===== src/rtl/multicycle_controller_if.sv =====
// Control/status bundle between the multi-cycle MIPS FSM and its datapath.
// Pure wiring, no latency of its own.
// Backpressure: mem_ready from the memory stalls the FSM in its memory states.
interface multicycle_controller_if;
  // datapath -> controller
  logic [5:0] opcode;
  logic [5:0] funct;
  logic       zero;
  logic       mem_ready;

  // controller -> datapath
  logic       iord;
  logic       mem_read;
  logic       mem_write;
  logic       ir_write;
  logic       reg_dst;
  logic       mem_to_reg;
  logic       reg_write;
  logic       alu_src_a;
  logic [1:0] alu_src_b;
  logic [3:0] alu_control;
  logic [1:0] pc_src;
  logic       pc_write;
  logic       illegal_op;
  logic       mem_err;
  logic       instr_retired;
  logic [3:0] state_out;

  modport master (
    input  opcode, funct, zero, mem_ready,
    output iord, mem_read, mem_write, ir_write, reg_dst, mem_to_reg, reg_write,
           alu_src_a, alu_src_b, alu_control, pc_src, pc_write, illegal_op,
           mem_err, instr_retired, state_out
  );

  modport slave (
    output opcode, funct, zero, mem_ready,
    input  iord, mem_read, mem_write, ir_write, reg_dst, mem_to_reg, reg_write,
           alu_src_a, alu_src_b, alu_control, pc_src, pc_write, illegal_op,
           mem_err, instr_retired, state_out
  );
endinterface


===== src/rtl/multicycle_controller.sv =====
// Multi-cycle MIPS control FSM: sequences fetch/decode/execute over a shared ALU and unified memory.
// Latency: R/addi/sw 4 cycles, lw 5, beq/j 3 (with mem_ready=1); each memory state adds one cycle per stall.
// Backpressure: FETCH/MEMRD/MEMWR hold their requests until mem_ready; TIMEOUT stalled cycles -> HALT + sticky mem_err.
module multicycle_controller #(
  parameter int TIMEOUT = 15
) (
  input  logic                    CLK,
  input  logic                    Reset,
  multicycle_controller_if.master bus
);

  localparam int CW = (TIMEOUT > 0) ? $clog2(TIMEOUT + 1) : 1;

  localparam logic [5:0] OP_RTYPE = 6'b000000;
  localparam logic [5:0] OP_LW    = 6'b100011;
  localparam logic [5:0] OP_SW    = 6'b101011;
  localparam logic [5:0] OP_BEQ   = 6'b000100;
  localparam logic [5:0] OP_ADDI  = 6'b001000;
  localparam logic [5:0] OP_J     = 6'b000010;

  localparam logic [5:0] FN_ADD = 6'b100000;
  localparam logic [5:0] FN_SUB = 6'b100010;
  localparam logic [5:0] FN_AND = 6'b100100;
  localparam logic [5:0] FN_OR  = 6'b100101;
  localparam logic [5:0] FN_SLT = 6'b101010;

  localparam logic [3:0] ALU_ADD = 4'b0010;
  localparam logic [3:0] ALU_SUB = 4'b0110;
  localparam logic [3:0] ALU_AND = 4'b0000;
  localparam logic [3:0] ALU_OR  = 4'b0001;
  localparam logic [3:0] ALU_SLT = 4'b0111;

  typedef enum logic [3:0] {
    S_IDLE   = 4'd0,
    S_FETCH  = 4'd1,
    S_DECODE = 4'd2,
    S_MEMADR = 4'd3,
    S_MEMRD  = 4'd4,
    S_MEMWB  = 4'd5,
    S_MEMWR  = 4'd6,
    S_EXEC   = 4'd7,
    S_ALUWB  = 4'd8,
    S_BRANCH = 4'd9,
    S_ADDIEX = 4'd10,
    S_ADDIWB = 4'd11,
    S_JUMP   = 4'd12,
    S_HALT   = 4'd15
  } state_t;

  // State-decoded (Moore) part of the control word; registered alongside the state.
  typedef struct packed {
    logic       iord;
    logic       mem_read;
    logic       mem_write;
    logic       reg_dst;
    logic       mem_to_reg;
    logic       reg_write;
    logic       alu_src_a;
    logic [1:0] alu_src_b;
    logic [3:0] alu_control;
    logic [1:0] pc_src;
    logic       pc_write;
  } ctrl_t;

  state_t          state;
  state_t          nxt;
  ctrl_t           ctrl_q;
  logic [CW-1:0]   wait_cnt;
  logic            mem_err_q;
  logic            mem_wait;
  logic            timeout_hit;
  logic            ir_write_m;
  logic            pc_write_m;
  logic            illegal_m;
  logic            retire_m;

  function automatic logic funct_ok(input logic [5:0] fn);
    return (fn == FN_ADD) || (fn == FN_SUB) || (fn == FN_AND) ||
           (fn == FN_OR)  || (fn == FN_SLT);
  endfunction

  // Unsupported functs fall back to add so the ALU still sees a defined op.
  function automatic logic [3:0] funct_alu(input logic [5:0] fn);
    logic [3:0] a;
    case (fn)
      FN_ADD:  a = ALU_ADD;
      FN_SUB:  a = ALU_SUB;
      FN_AND:  a = ALU_AND;
      FN_OR:   a = ALU_OR;
      FN_SLT:  a = ALU_SLT;
      default: a = ALU_ADD;
    endcase
    return a;
  endfunction

  // Control word for a state. funct is only consulted for EXEC; the IR is
  // already loaded when DECODE hands over, so it is stable at that edge.
  function automatic ctrl_t state_ctrl(input state_t s, input logic [5:0] fn);
    ctrl_t c;
    c = '0;
    case (s)
      S_FETCH: begin
        c.mem_read    = 1'b1;
        c.alu_src_b   = 2'b01;
        c.alu_control = ALU_ADD;
      end
      S_DECODE: begin
        c.alu_src_b   = 2'b11;
        c.alu_control = ALU_ADD;
      end
      S_MEMADR, S_ADDIEX: begin
        c.alu_src_a   = 1'b1;
        c.alu_src_b   = 2'b10;
        c.alu_control = ALU_ADD;
      end
      S_MEMRD: begin
        c.iord     = 1'b1;
        c.mem_read = 1'b1;
      end
      S_MEMWB: begin
        c.mem_to_reg = 1'b1;
        c.reg_write  = 1'b1;
      end
      S_MEMWR: begin
        c.iord      = 1'b1;
        c.mem_write = 1'b1;
      end
      S_EXEC: begin
        c.alu_src_a   = 1'b1;
        c.alu_control = funct_alu(fn);
      end
      S_ALUWB: begin
        c.reg_dst   = 1'b1;
        c.reg_write = 1'b1;
      end
      S_BRANCH: begin
        c.alu_src_a   = 1'b1;
        c.alu_control = ALU_SUB;
        c.pc_src      = 2'b01;
      end
      S_ADDIWB: begin
        c.reg_write = 1'b1;
      end
      S_JUMP: begin
        c.pc_src   = 2'b10;
        c.pc_write = 1'b1;
      end
      default: c = '0;
    endcase
    return c;
  endfunction

  assign mem_wait    = (state == S_FETCH) || (state == S_MEMRD) || (state == S_MEMWR);
  // A completing access in the last allowed cycle wins over the timeout.
  assign timeout_hit = (TIMEOUT != 0) && mem_wait && !bus.mem_ready &&
                       (wait_cnt == CW'(TIMEOUT));

  // Next-state selection plus the input-dependent (Mealy) strobes.
  always_comb begin
    nxt        = state;
    ir_write_m = 1'b0;
    pc_write_m = 1'b0;
    illegal_m  = 1'b0;
    retire_m   = 1'b0;
    case (state)
      S_IDLE: nxt = S_FETCH;
      S_FETCH: begin
        if (bus.mem_ready) begin
          ir_write_m = 1'b1;
          pc_write_m = 1'b1;
          nxt        = S_DECODE;
        end else if (timeout_hit) begin
          nxt = S_HALT;
        end
      end
      S_DECODE: begin
        case (bus.opcode)
          OP_RTYPE:     nxt = S_EXEC;
          OP_LW, OP_SW: nxt = S_MEMADR;
          OP_BEQ:       nxt = S_BRANCH;
          OP_ADDI:      nxt = S_ADDIEX;
          OP_J:         nxt = S_JUMP;
          default: begin
            illegal_m = 1'b1;
            nxt       = S_FETCH;
          end
        endcase
      end
      S_MEMADR: nxt = (bus.opcode == OP_LW) ? S_MEMRD : S_MEMWR;
      S_MEMRD: begin
        if (bus.mem_ready)  nxt = S_MEMWB;
        else if (timeout_hit) nxt = S_HALT;
      end
      S_MEMWB: begin
        retire_m = 1'b1;
        nxt      = S_FETCH;
      end
      S_MEMWR: begin
        if (bus.mem_ready) begin
          retire_m = 1'b1;
          nxt      = S_FETCH;
        end else if (timeout_hit) begin
          nxt = S_HALT;
        end
      end
      S_EXEC: begin
        if (funct_ok(bus.funct)) begin
          nxt = S_ALUWB;
        end else begin
          illegal_m = 1'b1;
          nxt       = S_FETCH;
        end
      end
      S_ALUWB, S_ADDIWB, S_JUMP: begin
        retire_m = 1'b1;
        nxt      = S_FETCH;
      end
      S_BRANCH: begin
        pc_write_m = bus.zero;
        retire_m   = 1'b1;
        nxt        = S_FETCH;
      end
      S_ADDIEX: nxt = S_ADDIWB;
      S_HALT:   nxt = S_HALT;
      default:  nxt = S_IDLE;
    endcase
  end

  // State, wait counter, sticky error and the registered Moore control word.
  always_ff @(posedge CLK or posedge Reset) begin
    if (Reset) begin
      state     <= S_IDLE;
      ctrl_q    <= '0;
      wait_cnt  <= '0;
      mem_err_q <= 1'b0;
    end else begin
      state  <= nxt;
      ctrl_q <= state_ctrl(nxt, bus.funct);
      if (nxt != state) begin
        wait_cnt <= '0;
      end else if ((TIMEOUT != 0) && mem_wait && !bus.mem_ready) begin
        wait_cnt <= wait_cnt + 1'b1;
      end
      if (timeout_hit) begin
        mem_err_q <= 1'b1;
      end
    end
  end

  assign bus.iord          = ctrl_q.iord;
  assign bus.mem_read      = ctrl_q.mem_read;
  assign bus.mem_write     = ctrl_q.mem_write;
  assign bus.ir_write      = ir_write_m;
  assign bus.reg_dst       = ctrl_q.reg_dst;
  assign bus.mem_to_reg    = ctrl_q.mem_to_reg;
  assign bus.reg_write     = ctrl_q.reg_write;
  assign bus.alu_src_a     = ctrl_q.alu_src_a;
  assign bus.alu_src_b     = ctrl_q.alu_src_b;
  assign bus.alu_control   = ctrl_q.alu_control;
  assign bus.pc_src        = ctrl_q.pc_src;
  assign bus.pc_write      = ctrl_q.pc_write | pc_write_m;
  assign bus.illegal_op    = illegal_m;
  assign bus.mem_err       = mem_err_q;
  assign bus.instr_retired = retire_m;
  assign bus.state_out     = state;

endmodule


===== src/flat_wrapper.sv =====
// flat-port wrapper written by rule: the top's interface ports become plain ports
module multicycle_controller_flat 
#(
  parameter int TIMEOUT = 15
)
  (CLK, Reset, bus_opcode, bus_funct, bus_zero, bus_mem_ready, bus_iord, bus_mem_read, bus_mem_write, bus_ir_write, bus_reg_dst, bus_mem_to_reg, bus_reg_write, bus_alu_src_a, bus_alu_src_b, bus_alu_control, bus_pc_src, bus_pc_write, bus_illegal_op, bus_mem_err, bus_instr_retired, bus_state_out);
  multicycle_controller_if bus_i ();
  input  logic CLK;
  input  logic Reset;
  input wire logic [$bits(bus_i.opcode)-1:0] bus_opcode;
  input wire logic [$bits(bus_i.funct)-1:0] bus_funct;
  input wire logic [$bits(bus_i.zero)-1:0] bus_zero;
  input wire logic [$bits(bus_i.mem_ready)-1:0] bus_mem_ready;
  output wire logic [$bits(bus_i.iord)-1:0] bus_iord;
  output wire logic [$bits(bus_i.mem_read)-1:0] bus_mem_read;
  output wire logic [$bits(bus_i.mem_write)-1:0] bus_mem_write;
  output wire logic [$bits(bus_i.ir_write)-1:0] bus_ir_write;
  output wire logic [$bits(bus_i.reg_dst)-1:0] bus_reg_dst;
  output wire logic [$bits(bus_i.mem_to_reg)-1:0] bus_mem_to_reg;
  output wire logic [$bits(bus_i.reg_write)-1:0] bus_reg_write;
  output wire logic [$bits(bus_i.alu_src_a)-1:0] bus_alu_src_a;
  output wire logic [$bits(bus_i.alu_src_b)-1:0] bus_alu_src_b;
  output wire logic [$bits(bus_i.alu_control)-1:0] bus_alu_control;
  output wire logic [$bits(bus_i.pc_src)-1:0] bus_pc_src;
  output wire logic [$bits(bus_i.pc_write)-1:0] bus_pc_write;
  output wire logic [$bits(bus_i.illegal_op)-1:0] bus_illegal_op;
  output wire logic [$bits(bus_i.mem_err)-1:0] bus_mem_err;
  output wire logic [$bits(bus_i.instr_retired)-1:0] bus_instr_retired;
  output wire logic [$bits(bus_i.state_out)-1:0] bus_state_out;
  assign bus_i.opcode = bus_opcode;
  assign bus_i.funct = bus_funct;
  assign bus_i.zero = bus_zero;
  assign bus_i.mem_ready = bus_mem_ready;
  assign bus_iord = bus_i.iord;
  assign bus_mem_read = bus_i.mem_read;
  assign bus_mem_write = bus_i.mem_write;
  assign bus_ir_write = bus_i.ir_write;
  assign bus_reg_dst = bus_i.reg_dst;
  assign bus_mem_to_reg = bus_i.mem_to_reg;
  assign bus_reg_write = bus_i.reg_write;
  assign bus_alu_src_a = bus_i.alu_src_a;
  assign bus_alu_src_b = bus_i.alu_src_b;
  assign bus_alu_control = bus_i.alu_control;
  assign bus_pc_src = bus_i.pc_src;
  assign bus_pc_write = bus_i.pc_write;
  assign bus_illegal_op = bus_i.illegal_op;
  assign bus_mem_err = bus_i.mem_err;
  assign bus_instr_retired = bus_i.instr_retired;
  assign bus_state_out = bus_i.state_out;
  multicycle_controller #(.TIMEOUT(TIMEOUT)) u_core (.CLK(CLK), .Reset(Reset), .bus(bus_i));
endmodule

===== config.mk =====
export PLATFORM = sky130hd
export DESIGN_NAME = multicycle_controller_flat
export DESIGN_NICKNAME = d
export VERILOG_FILES = /design/src/rtl/multicycle_controller_if.sv /design/src/rtl/multicycle_controller.sv /design/src/flat_wrapper.sv
export SDC_FILE = /design/constraint.sdc
export NUM_CORES = 1
export LEC_CHECK = 0
export BUFFER_PORTS_ARGS = -buffer_cell sky130_fd_sc_hd__buf_2
export CAP_MARGIN = 40
export CELL_PAD_IN_SITES_DETAIL_PLACEMENT = 1
export CELL_PAD_IN_SITES_GLOBAL_PLACEMENT = 1
export CORE_ASPECT_RATIO = 1.1
export CORE_UTILIZATION = 25
export DETAILED_ROUTE_END_ITERATION = 12
export GPL_TIMING_DRIVEN = 0
export PLACE_DENSITY_LB_ADDON = 0.15
export SETUP_SLACK_MARGIN = 0.2
export SLEW_MARGIN = 15
export SYNTH_ARGS = -nofsm -noshare
export SYNTH_HDL_FRONTEND = slang
export SYNTH_SLANG_ARGS = --single-unit

===== constraint.sdc =====
create_clock -name CLK -period 3.55 [get_ports CLK]
set_input_delay 0.355 -clock CLK [delete_from_list [all_inputs] [get_ports CLK]]
set_output_delay 0.355 -clock CLK [all_outputs]
set_load 0.005 [all_outputs]

# Word level (Yosys, flattened, before mapping)

Index checks and enable logic that the tools add are counted.

Bits in registers: 24
Bits of input ports: 16

Mux-type cells: 29
Bitwise operators: 1
Add/sub/neg operators: 1
Reductions and logical operators: 22
Equal/unequal tests: 37

Operators with widths:

| kind                                                             | count |
|---|---|
| 4-bit == test (second input constant)                            | 12 |
| 6-bit == test (second input constant)                            | 7 |
| 4-bit case mux with 9 select lines                               | 1 |
| 4-bit by 3-bit == test with 1-bit output (second input constant) | 8 |
| 4-bit two-way mux                                                | 7 |
| 4-bit case mux with 5 select lines                               | 1 |
| 4-bit by 2-bit == test with 1-bit output (second input constant) | 4 |
| 1-bit two-way mux                                                | 12 |
| 3-bit case mux with 4 select lines                               | 1 |
| 6-bit OR reduction                                               | 2 |
| 3-bit case mux with 3 select lines                               | 1 |
| 4-bit by 1-bit == test with 1-bit output (second input constant) | 2 |
| 2-bit OR reduction                                               | 4 |
| 4-bit OR reduction                                               | 2 |
| 6-bit by 2-bit == test with 1-bit output (second input constant) | 1 |
| 6-bit by 3-bit == test with 1-bit output (second input constant) | 1 |
| 6-bit by 4-bit == test with 1-bit output (second input constant) | 1 |
| 6-bit zero test                                                  | 1 |
| 1-bit logical OR                                                 | 6 |
| 1-bit case mux with 2 select lines                               | 3 |
| 2-bit case mux with 3 select lines                               | 1 |
| 5-bit OR reduction                                               | 1 |
| 4-bit by 1-bit adder with 4-bit output (second input constant)   | 1 |
| 4-bit zero test                                                  | 1 |
| other kinds (8)                                                  | 9 |

# Depth between registers and ports, before layout

Gate-level depths: netlist (run 1).

Depth after elaboration: 11
Mapped depth: 10
Gate-level depth less buffers: 8

# Least setup slack after synthesis (run 1)

OpenSTA, ideal clock, no wires.

Path kind: register to register
Start point: register u_core.state[3] (netlist: u_core.bus.state_out[3])
End point: register u_core.ctrl_q (netlist bit u_core.bus.alu_control[1])
Clock period less this slack: 2.250 ns
Cell stages (with the launch flop): 8
Buffers on the path: 1
Data arrival time: 2.147 ns
Data required time: 3.446 ns
Setup slack: 1.300 ns
Cells stage by stage: dfrtp_1 -> buf_6 -> or4b_4 -> a2111oi_4 -> nor4_4 -> or2_0 -> a221o_1 -> o311ai_1

Word-level cells in the longest chain between the ends: 11

RTL lines:

| what                                                                                                 | RTL line                                                                                 | RTL |
|---|---|---|
| start, declared                                                                                      | multicycle_controller.sv:65                                                              | `state_t state;` |
| start signal, assigned                                                                               | multicycle_controller.sv:237                                                             | `state <= nxt;` |
| 4-bit by 1-bit == test with 1-bit output or 4-bit by 3-bit == test with 1-bit output (tied branches) | multicycle_controller.sv:153, multicycle_controller.sv:165                               |  |
| 1-bit logical OR (2 in a row)                                                                        | multicycle_controller.sv:153                                                             | `assign mem_wait = (state == S_FETCH) \|\| (state == S_MEMRD) \|\| (state == S_MEMWR);` |
| 1-bit logical AND (2 in a row)                                                                       | multicycle_controller.sv:155                                                             | `assign timeout_hit = (TIMEOUT != 0) && mem_wait && !bus.mem_ready &&` |
| 4-bit two-way mux                                                                                    | multicycle_controller.sv:172, multicycle_controller.sv:192, multicycle_controller.sv:202 |  |
| 4-bit two-way mux (on tied branches)                                                                 | multicycle_controller.sv:199, multicycle_controller.sv:168, multicycle_controller.sv:191 |  |
| 4-bit case mux with 9 select lines (*)                                                               | multicycle_controller.sv:165                                                             | `case (state)` |
| 4-bit by 1-bit == test with 1-bit output (tied with other cells)                                     | multicycle_controller.sv:101                                                             | `case (s)` |
| 4-bit OR reduction (no line)                                                                         | n/a                                                                                      |  |
| 3-bit case mux with 3 select lines (*)                                                               | multicycle_controller.sv:101                                                             |  |
| end signal, assigned                                                                                 | multicycle_controller.sv:238                                                             | `ctrl_q <= state_ctrl(nxt, bus.funct);` |
| end, declared                                                                                        | multicycle_controller.sv:67                                                              | `ctrl_t ctrl_q;` |

Mark *: on every way between the ends. The rest lies on a longest branch, timed or not.
A chain may end at the register's enable or synchronous reset.

# Worst setup path in the final report (run 1)

Same ends and word-level chain as after synthesis.

==> results of run 1 <==
-- layout make-up --
cell class,instances,share of cell area [%]
Multi-Input combinational cell,119,43.43
Sequential cell,24,30.17
Timing Repair Buffer,39,10.31
Buffer,19,5.971
Tap cell,80,5.028
Clock buffer,3,2.074
Clock inverter,1,1.508
Inverter,8,1.508
-- worst max-delay path by stage --
stage,from,depth (start not counted),to,slack [ns]
5_1_grt,u_core.bus.state_out[1],9,u_core.bus.reg_write,0.85
3_3_place_gp,bus_opcode[2],7,u_core.bus.alu_src_a,1.08
3_5_place_dp,bus_opcode[2],7,u_core.bus.alu_src_a,1.08
6_report,u_core.bus.state_out[3],7,u_core.bus.alu_control[1],1.10
2_1_floorplan,u_core.bus.state_out[3],7,u_core.bus.alu_control[1],1.30
4_1_cts,u_core.bus.state_out[2],7,u_core.bus.alu_control[1],1.08
-- cell families after synthesis --
family	after synthesis
muxes	5
adders and majority gates	1
DFF	24
xor gates and xnor gates	8
other	1
AOI/OAI and AO/OA	45
buffers and inverters	27
and+or+nand+nor	59
-- cell usage after synthesis, types with 3 or more instances --
library cell / n
a211oi_1: 4
a21oi_1: 5
and3_1: 4
buf_2: 8
buf_4: 8
dfrtp_1: 24
inv_1: 7
mux2_2: 3
nand2_1: 6
nand4b_1: 4
nor2_1: 14
nor2b_1: 3
nor3_1: 5
o21ai_0: 7
o21bai_1: 4
o22ai_1: 4
xnor2_1: 3
xor2_1: 5
-- through the flow --
stage / setup slack (ns) / total power (uW) / cell area (um^2) / hold slack [ns]
floorplan: 1.300 / 872.8 / 1614 / 0.3696
global route: 0.8471 / 1417 / 1991 / 0.1635
detailed placement: 1.081 / 1090 / 1919 / 0.4254
finish: 1.095 / 1308 / 1991 / 0.1126
global placement: 1.077 / 1089 / 1904 / 0.4720
CTS: 1.083 / 1330 / 1991 / 0.1309
-- critical path, stage by stage, from the launching register on --
cell and delay (ns):
dfrtp_1 0.39, buf_6 0.14, or4b_4 0.57, a2111oi_4 0.51, nor4_4 0.13, or2_0 0.25
a221o_1 0.29, o311ai_1 0.07
-- per-layer routing --
layer  vias to the layer above  part of all wire, %
li1                        707                    -
met1                       705                   45
met2                        26                   51
met3                         2                  3.1
met4                         0                 0.72
met5                         -                    0
-- where the power goes --
| part | internal, uW | switching [uW] |
|---|---|---|
| registers | 333 | 19.9 |
| clock network | 151 | 84.1 |
| logic | 298 | 423 |
| total | 782 | 527 |
==> results.cfg, run 1 <==
[route]
drtIter0Drc = 28
drc = 0
ant_nets = 0
drt_wl_total_mm = 4.182
vias_per_cell = 4.915
dr_total_vias = 1440
routedWlPerCell_um = 14.27
first_pass_iters = 4

[yosys]
ys_ff_latch = 24
synth.cell_area_um2 = 1614
syn-num-nets = 187
postSynthCellCount = 170
synth_edf_count = 0
ys_types = 58
ys_seq_area_share_pct = 37.21
muxShareOfSynthArea_pct = 3.333
synth_top_cell_area_share_pct = 37.21
async_flop_share_pct = 100.0
synth_fa_ha_area_share_pct = 0.7752
synth_compound_area_share_pct = 21.71
yosysTopAreaCell = dfrtp_1
synth_top_family_by_area = simple AND/OR/NAND/NOR gates
synth_area_leaders = dfrtp_1 37%, buf_4 3.7%, nor2_1 3.3%
synthSimpleGateAreaFrac_pct = 23.18
synthXorXnorAreaFrac_pct = 4.341
synth_warnings = 0
yosys_most_used_dff = dfrtp_1
avgSynthCellArea_um2 = 9.494

[placement]
gp_congestion = 0.7326
dp_hpwl_mm = 3.352
placed_cells = 289
numPortBuffers = 38

[timing]
max_slew_margin_pct = 57.87
worst_slew_pin_slew_ns = 0.6281
clock_skew_ns = 0.007636
hold_violations = 0
rsz0062_at_grt = false
fin_crit_sh_pct = 69.15
setup_tns_ns = 0
finalSetupViolCount = 0
slew_viol_final = 0
max_freq_mhz = 407.3
fin_crit_ns = 2.455

[global_routing]
grt_pass1_vias = 1427
grt_max_degree = 15
grt_util_met1_pct = 16.48
grt_pass1_wl_mm = 7.086
overflow = 0
antenna_found_initial = 0
track_usage_pct = 13.41
top_usage_layer = met2
gr-usage-met3_pct = 2.000
use_met2_pct = 24.51

[flow_run]
maxCapViolCount = 0

[finish]
layout_commonest_cell = buf_2
final_nets = 231
regArea_um2 = 600.6
n_fill_cell = 740
postLayoutCoreUtil_pct = 32.14
mostFrequentLayoutCells = 46 x buf_2, 24 x dfrtp_1, 14 x nor2_1
antenna_cells = 0
multi_input_area_um2 = 864.6
drive_above_1_share_pct = 34.74
finalNonFillerCells = 293
area_growth_pct = 23.33

[cts]
clk-insertion-delay-late_ns = 0.26
root_buffer = clkbuf_8
holdBufCountCts = 0
cts.htree.levels = 1
clk_pin_slew_worst_paths_ns = 0.09
clkSinkCount = 24
cts.repair.resized = 0
cts_tree = built
cts_buffers = 3
post-cts-setup-buffers = 0
cts_buffer_depth = 2

[worst_hold_path]
hp-class = input port to asynchronous set/reset pin

[floorplanning]
die_y_um = 86.27
placementRows = 30
pin_count = 40
core-area_um2 = 6193
die_w_um = 78.61
die-area_um2 = 6782
initial_utilization_pct = 26.06

[critical_path]
crit_arrival_ns = 2.62
critPathLaunchType = flop
cp_max_fo = 9
endpoint_kind = flop
ff2ff_setup_slack_ns = 1.10
r2r_end = u_core.bus.alu_control[1]
r2r_cells = 7
rr_startpoint = u_core.bus.state_out[3]
required_ns = 3.71
critPathKind = flop to flop

[power_and_ir_drop]
peakVddDrop_mv = 0.2358
powerDensity_nw_per_um2 = 657.2
p_leak_uw = 0.0009600

[status]
outcome = finished, final reports clean
(Power assumes the default switching activity.)
==> run 2, diff against run 1 <==
- clock period: 3.55 -> 2.1 ns (I/O delays scaled with it)
==> run 2 against run 1 <==
Compared with the run above:
- the run now ends with negative setup slack left
- worst hold slack gained 0.19 ns
- largest cell class unchanged
- cell area grew 20%
- combinational power grew to 2.6 times the previous value
- utilization grew 6.5 points
- maximum frequency grew 8.0%
- sequential share of layout area shrank 5.1 points
- non-clock buffer count grew 24
- sequential power grew 71%
- count of clock-buffer cells in the layout is the same
==> results.cfg, run 2 (synthesis results as in run 1) <==
[route]
dr_total_vias = 1521
routedWlPerCell_um = 13.94
drt_wl_total_mm = 4.419
drc = 0
vias_per_cell = 4.798
first_pass_iters = 4
ant_nets = 0
drtIter0Drc = 42

[timing]
slew_viol_final = 0
fin_crit_ns = 2.272
rsz0062_at_grt = true
clock_skew_ns = 0.009705
worst_slew_pin_slew_ns = 0.5872
finalSetupViolCount = 8
fin_crit_sh_pct = 108.2
hold_violations = 0
max_freq_mhz = 440.1
setup_tns_ns = -0.6187
timing.final.ws_setup_ns = -0.1722
max_slew_margin_pct = 60.62

[floorplanning]
die_w_um = 78.61
die_y_um = 86.27
placementRows = 30
core-area_um2 = 6193
initial_utilization_pct = 26.06
die-area_um2 = 6782
pin_count = 40

[finish]
regArea_um2 = 600.6
mostFrequentLayoutCells = 39 x buf_2, 30 x buf_4, 24 x dfrtp_1
area_growth_pct = 48.14
final_nets = 255
postLayoutCoreUtil_pct = 38.61
antenna_cells = 0
drive_above_1_share_pct = 52.74
finalInstanceArea_um2 = 2391
multi_input_area_um2 = 1012
layout_commonest_cell = buf_2
n_fill_cell = 734

[critical_path]
r2r_cells = 8
critPathKind = flop to flop
crit_arrival_ns = 2.43
worstPathCellList = buf_6 -> buf_4 -> or3b_4 -> a221oi_2 -> nor4_4 -> or2_0 -> a221o_1 -> o311ai_2
critPathLaunch = u_core.bus.state_out[2]
cp_max_fo = 6
ff2ff_setup_slack_ns = -0.17
crit_slowest_cell = or3b_4
required_ns = 2.26
endpoint = u_core.bus.alu_control[1]
crit_buf_inv = 2
max_stage_delay_ns = 0.41
critical_path_depth = 8
cp_top_family = compound AO/OA/AOI/OAI gates
r2r_end = u_core.bus.alu_control[1]
endpoint_kind = flop
rr_startpoint = u_core.bus.state_out[2]
critPathLaunchType = flop

[global_routing]
grt_pass1_vias = 1554
track_usage_pct = 13.66
grt_max_degree = 15
overflow = 0
antenna_found_initial = 0
grt_pass1_wl_mm = 7.265

[status]
outcome = finished with violations
violations = negative setup slack

[power_and_ir_drop]
powerDensity_nw_per_um2 = 1206
peakVddDrop_mv = 0.4132
finalPower_uw = 2884
p_leak_uw = 0.001118

[cts]
root_buffer = clkbuf_8
clk_pin_slew_worst_paths_ns = 0.09
cts.htree.levels = 1
cts_tree = built
cts_buffer_depth = 2
clk-insertion-delay-late_ns = 0.27
clkSinkCount = 24
cts_buffers = 3

[placement]
dp_hpwl_mm = 3.377
place_ws_ns = -0.2678
placed_area_um2 = 1937
numPortBuffers = 38
gp_congestion = 0.7694

[worst_hold_path]
hp-class = input port to flop

[flow_run]
maxCapViolCount = 0
[run 2: changes by cell type in the layout (fill, tap and decap cells not counted), sizes merged]
cell and change:
buf +23, inv -1, dlygate4sd3 +1, clkinvlp +1
[run 2: metrics by stage]
step / hold slack, ns / std cells
final: 0.3017 / 317
after global routing: 0.3066 / 317
after CTS: 0.2991 / 309
after detailed placement: 0.2514 / 289
after global placement: 0.4471 / 288
after floorplan: 0.2246 / 170
[run 2: power breakdown]
group / switching, uW / internal (uW) / leakage (uW)
registers: 38.9 / 563 / 0.000322
logic: 931 / 951 / 0.000760
clock network: 144 / 255 / 0.0000357
[run 2: how the worst min path moves through the flow]
stage / cells past startpoint / end / startpoint
after floorplan: 1 / u_core.bus.alu_control[0] / Reset
after global placement: 2 / u_core.bus.mem_read / Reset
after detailed placement: 2 / u_core.bus.pc_src[1] / Reset
after CTS: 3 / u_core.bus.reg_dst / bus_funct[3]
after global routing: 3 / u_core.bus.reg_dst / bus_funct[3]
final: 3 / u_core.bus.reg_dst / bus_funct[3]
[run 2: worst min-delay path, delay by kind of cell]
family | cells | cell delay (ns)
buffers and inverters | 1 | 0.10
and+or+nand+nor | 1 | 0.06
muxes | 1 | 0.15
[run 2: layout make-up]
class                   instances  area share [%]
clock buffers                   3           1.727
plain buffers                  19           6.646
clock inverters                 1           1.256
well taps                      80           4.186
flip-flops and latches         24           25.12
multi-input cells             119           42.33
inverters                       8           1.518
repair buffers                 63           17.22
[run 2: layer usage]
metal / GRT usage, % / part of all wire (%) / up-vias
li1: - / - / 750
met5: 0 / 0 / -
met2: 25.61 / 53 / 20
met1: 16.30 / 44 / 747
met3: 1.684 / 2.1 / 4
met4: 3.535 / 1.0 / 0
[run 2: repair_timing]
item,in CTS,in global routing
hold buffers,1,0
endpoints found under the setup margin,21,23
gates resized for setup,30,13
buffers inserted,15,8
hold endpoints to repair,10,0
pin swaps,12,11
